File: src/rtl/instr_fetch.sv
// Instruction fetch unit: one-entry instruction buffer, a single outstanding
// memory request, redirect handling with drain of in-flight fetches, and HALT.
module instr_fetch (
  input  logic        clk,
  input  logic        rst,
  input  logic        stall,
  input  logic        redirect_valid,
  input  logic [15:0] redirect_pc,
  output logic        imem_req,
  output logic [15:0] imem_addr,
  input  logic        imem_ready,
  input  logic [15:0] imem_data,
  output logic        instr_valid,
  output logic [15:0] instr,
  output logic [15:0] instr_pc,
  output logic [15:0] pc_plus2,
  output logic        halted
);

  typedef enum logic [1:0] {
    IDLE  = 2'd0,
    RUN   = 2'd1,
    DRAIN = 2'd2,
    HALT  = 2'd3
  } state_t;

  state_t      state_q, state_d;
  logic [15:0] pc_q, pc_d;
  logic [15:0] req_addr_q, req_addr_d;
  logic        out_q, out_d;
  logic        vld_q, vld_d;
  logic [15:0] ins_q, ins_d;
  logic [15:0] ipc_q, ipc_d;
  logic        req_s;
  logic        consume_s;
  logic [15:0] addr_s;

  // An issued request keeps its address until the memory answers.
  assign addr_s    = out_q ? req_addr_q : pc_q;
  assign consume_s = vld_q & ~stall;

  // State register and fetch datapath registers.
  always_ff @(posedge clk or negedge rst) begin
    if (!rst) begin
      state_q    <= IDLE;
      pc_q       <= 16'h0000;
      req_addr_q <= 16'h0000;
      out_q      <= 1'b0;
      vld_q      <= 1'b0;
      ins_q      <= 16'h0000;
      ipc_q      <= 16'h0000;
    end else begin
      state_q    <= state_d;
      pc_q       <= pc_d;
      req_addr_q <= req_addr_d;
      out_q      <= out_d;
      vld_q      <= vld_d;
      ins_q      <= ins_d;
      ipc_q      <= ipc_d;
    end
  end

  // Next-state and request logic.
  always_comb begin
    state_d    = state_q;
    pc_d       = pc_q;
    req_addr_d = req_addr_q;
    out_d      = out_q;
    vld_d      = vld_q;
    ins_d      = ins_q;
    ipc_d      = ipc_q;
    req_s      = 1'b0;
    case (state_q)
      IDLE: begin
        state_d = RUN;
      end
      RUN: begin
        if (consume_s) vld_d = 1'b0;
        else           vld_d = vld_q;
        if (out_q) req_s = 1'b1;
        else       req_s = (~vld_q | ~stall) & ~redirect_valid;
        if (redirect_valid) begin
          pc_d  = redirect_pc;
          vld_d = 1'b0;
          if (out_q && !imem_ready) begin
            state_d = DRAIN;
          end else begin
            // Either nothing in flight or the returning word is discarded.
            out_d   = 1'b0;
            state_d = RUN;
          end
        end else if (req_s) begin
          req_addr_d = addr_s;
          if (imem_ready) begin
            ins_d = imem_data;
            ipc_d = addr_s;
            vld_d = 1'b1;
            pc_d  = addr_s + 16'd2;
            out_d = 1'b0;
            if (imem_data[15:12] == 4'hF) state_d = HALT;
            else                          state_d = RUN;
          end else begin
            out_d = 1'b1;
          end
        end else begin
          out_d = out_q;
        end
      end
      DRAIN: begin
        req_s = 1'b1;
        if (redirect_valid) pc_d = redirect_pc;
        else                pc_d = pc_q;
        if (imem_ready) begin
          out_d   = 1'b0;
          state_d = RUN;
        end else begin
          state_d = DRAIN;
        end
      end
      HALT: begin
        if (consume_s) vld_d = 1'b0;
        else           vld_d = vld_q;
        if (redirect_valid) begin
          pc_d    = redirect_pc;
          vld_d   = 1'b0;
          state_d = RUN;
        end else begin
          state_d = HALT;
        end
      end
      default: begin
        state_d = IDLE;
      end
    endcase
  end

  assign imem_req    = req_s;
  assign imem_addr   = addr_s;
  assign instr_valid = vld_q;
  assign instr       = ins_q;
  assign instr_pc    = ipc_q;
  assign pc_plus2    = ipc_q + 16'd2;
  assign halted      = (state_q == HALT);

endmodule

File: config.mk
export PLATFORM = sky130hd
export DESIGN_NAME = instr_fetch
export DESIGN_NICKNAME = d
export VERILOG_FILES = /design/src/rtl/instr_fetch.sv
export SDC_FILE = /design/constraint.sdc
export NUM_CORES = 1
export LEC_CHECK = 0
export ABC_AREA = 1
export BUFFER_PORTS_ARGS = -buffer_cell sky130_fd_sc_hd__buf_2
export CORE_ASPECT_RATIO = 0.9
export CORE_MARGIN = 5
export CORE_UTILIZATION = 57
export CTS_CLUSTER_DIAMETER = 50
export DETAILED_ROUTE_END_ITERATION = 16
export MAX_ROUTING_LAYER = met4
export PLACE_DENSITY = 0.95
export SLEW_MARGIN = 10
export SYNTH_ARGS = -nofsm -noshare
export SYNTH_HDL_FRONTEND = slang
export SYNTH_SLANG_ARGS = --single-unit
export TNS_END_PERCENT = 1
File: constraint.sdc
create_clock -name clk -period 4.1 [get_ports clk]
set_clock_uncertainty 0.1 [all_clocks]
set_input_delay 0.615 -clock clk [delete_from_list [all_inputs] [get_ports clk]]
set_output_delay 0.615 -clock clk [all_outputs]
set_load 0.03 [all_outputs]
Word-level counts from Yosys, hierarchy flattened:

Index checks and enable logic that the tools add are counted.

* register bits: 68
* input bits: 37
* output and inout port bits: 67
* word-level logic and storage cells: 65

* $add $sub $neg: 2
* equal/unequal tests: 9
* multiplexer cells: 29
* bitwise operators: 6
* reductions and logical operators: 12

Operators by type and width (number)
* 16-bit two-way mux: 5
* 16-bit by 2-bit adder with 16-bit output, second input constant: 2
* 16-bit one-hot mux with 2 select lines: 1
* 2-bit two-way mux: 7
* 1-bit two-way mux: 12
* 4-bit AND reduction: 3
* 3-bit inequality test, second input constant: 3
* 2-bit one-hot mux with 4 select lines: 1
* 1-bit one-hot mux with 2 select lines: 3
* 2-bit nonzero test: 3
* 2-bit equality test, second input constant: 2
* 4-bit equality test, second input constant: 1
* 1-bit NOT: 3
* 3-bit AND reduction: 1
* 1-bit bitwise AND: 2
* 2-bit by 1-bit equality test with 1-bit output, second input constant: 1
* 2-bit logical NOT: 1
* 2-bit by 1-bit inequality test with 1-bit output, second input constant: 1
* 2-bit inequality test, second input constant: 1
* 2-bit AND reduction: 1
* 2-bit OR reduction: 1
* 1-bit logical AND: 1
* 1-bit logical NOT: 1
* 1-bit bitwise OR: 1

Longest topological paths before layout:

* depth after elaboration: 8
* depth in mapped cells: 12
* depth with buffers taken out: 11

Worst setup path before layout:

Ideal clock, no wire load.

* path type: register to output
* start: register ipc_q[2] (netlist: instr_pc[2])
* end: output pc_plus2[13]
* data arrival time: 2.006 ns
* required time: 3.385 ns
* setup slack: 1.379 ns
* cell stages (with the launch flop): 8
* buffers on the path: 0
* cell sequence: dfrtp_1 -> ha_1 -> nand2_1 -> nor3_1 -> nand3_1 -> nor2_1 -> nand3_1 -> xnor2_1

* word-level cells in the longest chain between the ends: 1

Ends and longest elaborated chain
* start: declaration: line 33 `logic [15:0] ipc_q, ipc_d;`
* start signal: assignment: line 59 `ipc_q <= ipc_d;`
* 16-bit by 2-bit adder with 16-bit output: line 142 `assign pc_plus2 = ipc_q + 16'd2;`
* end: declaration: line 16 `output logic [15:0] pc_plus2,`

No other way between the ends.

Final worst setup path:

* start: register out_q
* end: output imem_addr[15]

* word-level cells in the longest chain between the ends: 1

Ends and longest elaborated chain
* start: declaration: line 30 `logic out_q, out_d;`
* start signal: assignment: line 56 `out_q <= out_d;`
* 16-bit two-way mux: line 39 `assign addr_s = out_q ? req_addr_q : pc_q;`
* end: declaration: line 10 `output logic [15:0] imem_addr,`

No other way between the ends.

==> run_results.csv <==
group,metric,value,unit
setup_path,crit_path_end_kind,"output pin",
synth,synth-seq-area-share,0.435,
global_routing,antenna_found_initial,0,
clock_network,clk_pin_slew_worst_paths,0.08,ns
cells_and_area,n_antenna_cell,0,
detailed_routing,dr.pass1.iters,5,
detailed_routing,drc,0,
sta,fmax,0.336,GHz
floorplanning,floorplan.initialDensity,0.590,
sta,rsz0062_at_grt,"false",
min_path,hp-class,"in -> async",
power,power_leakage,0.00243,uW
placed_design,gp_congestion,0.911,
sta,timing.final.crit_share,0.725,
synth,avgSynthCellArea,8.07,sq um
sta,tightestPinTransition,0.982,ns
setup_path,criticalPathCategory,"reg -> out",
clock_network,cts_tree,"built",
synth,yosysTopAreaCell,"dfrtp_1",
setup_path,critPathLaunchType,"register",
clock_network,h-tree-depth,3,
synth,synth_area_leaders,"dfrtp_1, nand2_1, o21ai_0, nor2_1, nand2_4",
floorplanning,dieHeight,88.6,um
clock_network,clock-root-buffer,"clkbuf_8",
cells_and_area,nFillCells,517,
cells_and_area,design_area,0.00459,sq mm
cells_and_area,fin_cells,676,
detailed_routing,final_antenna_net_count,0,
clock_network,clock_path_buffers,2,
clock_network,cts_setup_buffers,0,
placed_design,hpwl,7.51,mm
floorplanning,dieArea,0.00861,sq mm
job,cap_violations,0,
floorplanning,placementRows,28,
global_routing,grt_pass1_wl,16.7,mm
clock_network,cts_sinks,68,
global_routing,grt.total_usage,0.252,
detailed_routing,post_drt_wl_per_cell,15.1,um
floorplanning,core,0.00662,sq mm
global_routing,grt_pass1_vias,3456,
placed_design,port-buffer-count,103,
sta,finalHoldViolations,0,
floorplanning,io_pins,104,
floorplanning,die_x,97.3,um
synth,netlist_area,0.00391,sq mm
global_routing,grt_overflow,0,
synth,ys_seq_elements,68,
sta,slew_headroom,0.346,
setup_path,cp_data_arrival_time,2.26,ns
synth,syn_inst,484,
synth,synth.top_cell.area_share,0.435,
sta,setup_viol,0,
clock_network,insertion_delay,0.35,ns
synth,ys_top_cells_by_count,"nand2_1, dfrtp_1, nor2_1",
power,powerDensity,995,mW/mm^2
detailed_routing,vias_per_cell,5.38,
synth,syn_nets,527,
detailed_routing,vias,3634,
setup_path,critPathMaxFanout,21,
synth,synthMostInstantiatedCell,"nand2_1",
synth,postSynth.asyncResetShare,1.00,
sta,final.min_clock_period,2.97,ns
detailed_routing,routed_wirelength,10.2,mm
clock_network,cts_resized,0,
cells_and_area,layout-drive-gt1-share,0.292,
clock_network,hold_buffers,0,
setup_path,critPathRequiredTime,3.38,ns
run_status,status,"finished, final reports clean",
power,peakVddDrop,654,uV
synth,ys.flop_type,"dfrtp_1",
cells_and_area,finalNetCount,625,
global_routing,grt_max_degree,42,
sta,slew_violations,0,
placed_design,dpl.cell_count,661,
sta,final.setup.tns,0,ns
cells_and_area,area_growth,17.4,%
synth,ys_warn_count,0,
placed_design,postPlaceCellArea,0.00438,sq mm
synth,synth.distinct_cells,36,
detailed_routing,drt_iter0_drc,191,
synth,synth_edf_count,0,
clock_network,numCtsBuffers,9,
## path summary, 6_finish.rpt
kind | depth (start not counted) | endpoint | startpoint | slack (ns)
worst max-delay path | 3 | imem_addr[15] | out_q | 1.13
worst min-delay path | 1 | pc_q[0] | rst | 0.31
worst max register to register | 7 | instr_pc[15] | out_q | 1.33
worst min register to register | 2 | instr[15] | instr[15] | 0.37
max in group asynchronous | 2 | instr[3] | rst | 2.68
min in group clk | 3 | instr[7] | imem_data[7] | 0.36
## placed cells by master, fill, tap and decap left out
master | synthesis | layout
nand2_4 | 12 | 12
a31oi_1 | 4 | 4
nand2_2 | 16 | 16
nor2_1 | 36 | 36
inv_2 | 6 | 6
inv_4 | 2 | 2
a21oi_4 | 1 | 1
o21ai_1 | 11 | 11
nor2_4 | 6 | 6
a21oi_1 | 5 | 5
nand4_1 | 9 | 9
clkbuf_8 | 0 | 9
nor2_8 | 1 | 1
ha_1 | 6 | 6
o21ai_4 | 1 | 1
xnor2_1 | 6 | 6
o22ai_1 | 1 | 1
clkinv_2 | 0 | 2
nor2_2 | 3 | 3
o31ai_1 | 2 | 2
a22oi_1 | 1 | 1
buf_4 | 4 | 1
nand3_4 | 1 | 1
bufinv_16 | 0 | 2
o21a_1 | 1 | 1
mux2i_1 | 1 | 1
nand2_1 | 167 | 167
buf_2 | 3 | 103
nand3_2 | 1 | 1
clkbuf_1 | 0 | 1
o21ai_0 | 32 | 32
o21ai_2 | 3 | 3
xor2_1 | 11 | 11
nand3_1 | 22 | 22
clkinvlp_4 | 0 | 1
nor3_1 | 2 | 2
inv_1 | 29 | 29
dfrtp_1 | 68 | 68
## sequential cells by signal, summed over array words and instances (netlist names)
register	flops
instr_pc	16
instr_valid	1
instr	16
state_q	2
req_addr_q	16
out_q	1
pc_q	16
## critical path: stages, from the launching register on
cell     delay [ns]
dfrtp_1        0.99
o21ai_0        0.44
inv_1          0.24
buf_2          0.23
## logic make-up (layout without fill, tap and decap cells)
kind of cell               Yosys count  count (layout)  synth area share
DFF                                 68              68             0.435
AOI/OAI and AO/OA                   62              62            0.0922
and+or+nand+nor                    276             276             0.335
xor gates and xnor gates            17              17            0.0381
adders and majority gates            6               6            0.0192
buffers and inverters               54             156            0.0778
muxes                                1               1           0.00256
## where the power goes
group	internal [uW]	switching [uW]	leakage, uW
sequential	994	279	0.000845
clock	337	263	0.000102
combinational	731	1960	0.00148
total	2060	2500	0.00243
## cell type report
type / instances / area [sq um] / area share
multi-input combinational: 362 / 1900 / 0.415
timing repair buffer: 104 / 523 / 0.114
clock inverter: 5 / 77.6 / 0.0169
sequential: 68 / 1700 / 0.371
clock buffer: 10 / 128 / 0.0278
inverter: 37 / 144 / 0.0314
tap: 90 / 113 / 0.0245
## stage by stage
stage,hold WS [ns],utilization,setup slack (ns),power (uW)
2_1_floorplan,0.219,-,1.38,3280
5_1_grt,0.358,0.693,0.949,4860
6_report,0.306,0.693,1.13,4570
3_5_place_dp,0.355,0.662,1.38,3940
3_3_place_gp,0.348,0.662,1.51,3840
4_1_cts,0.326,0.693,1.17,4560
## layer usage
metal	wire, um	vias up	track usage
li1	-	1731	-
met2	4660	192	0.390
met3	995	24	0.0686
met1	4350	1687	0.326
met5	0	-	-
met4	197	0	0.0881
(Power assumes the default switching activity.)
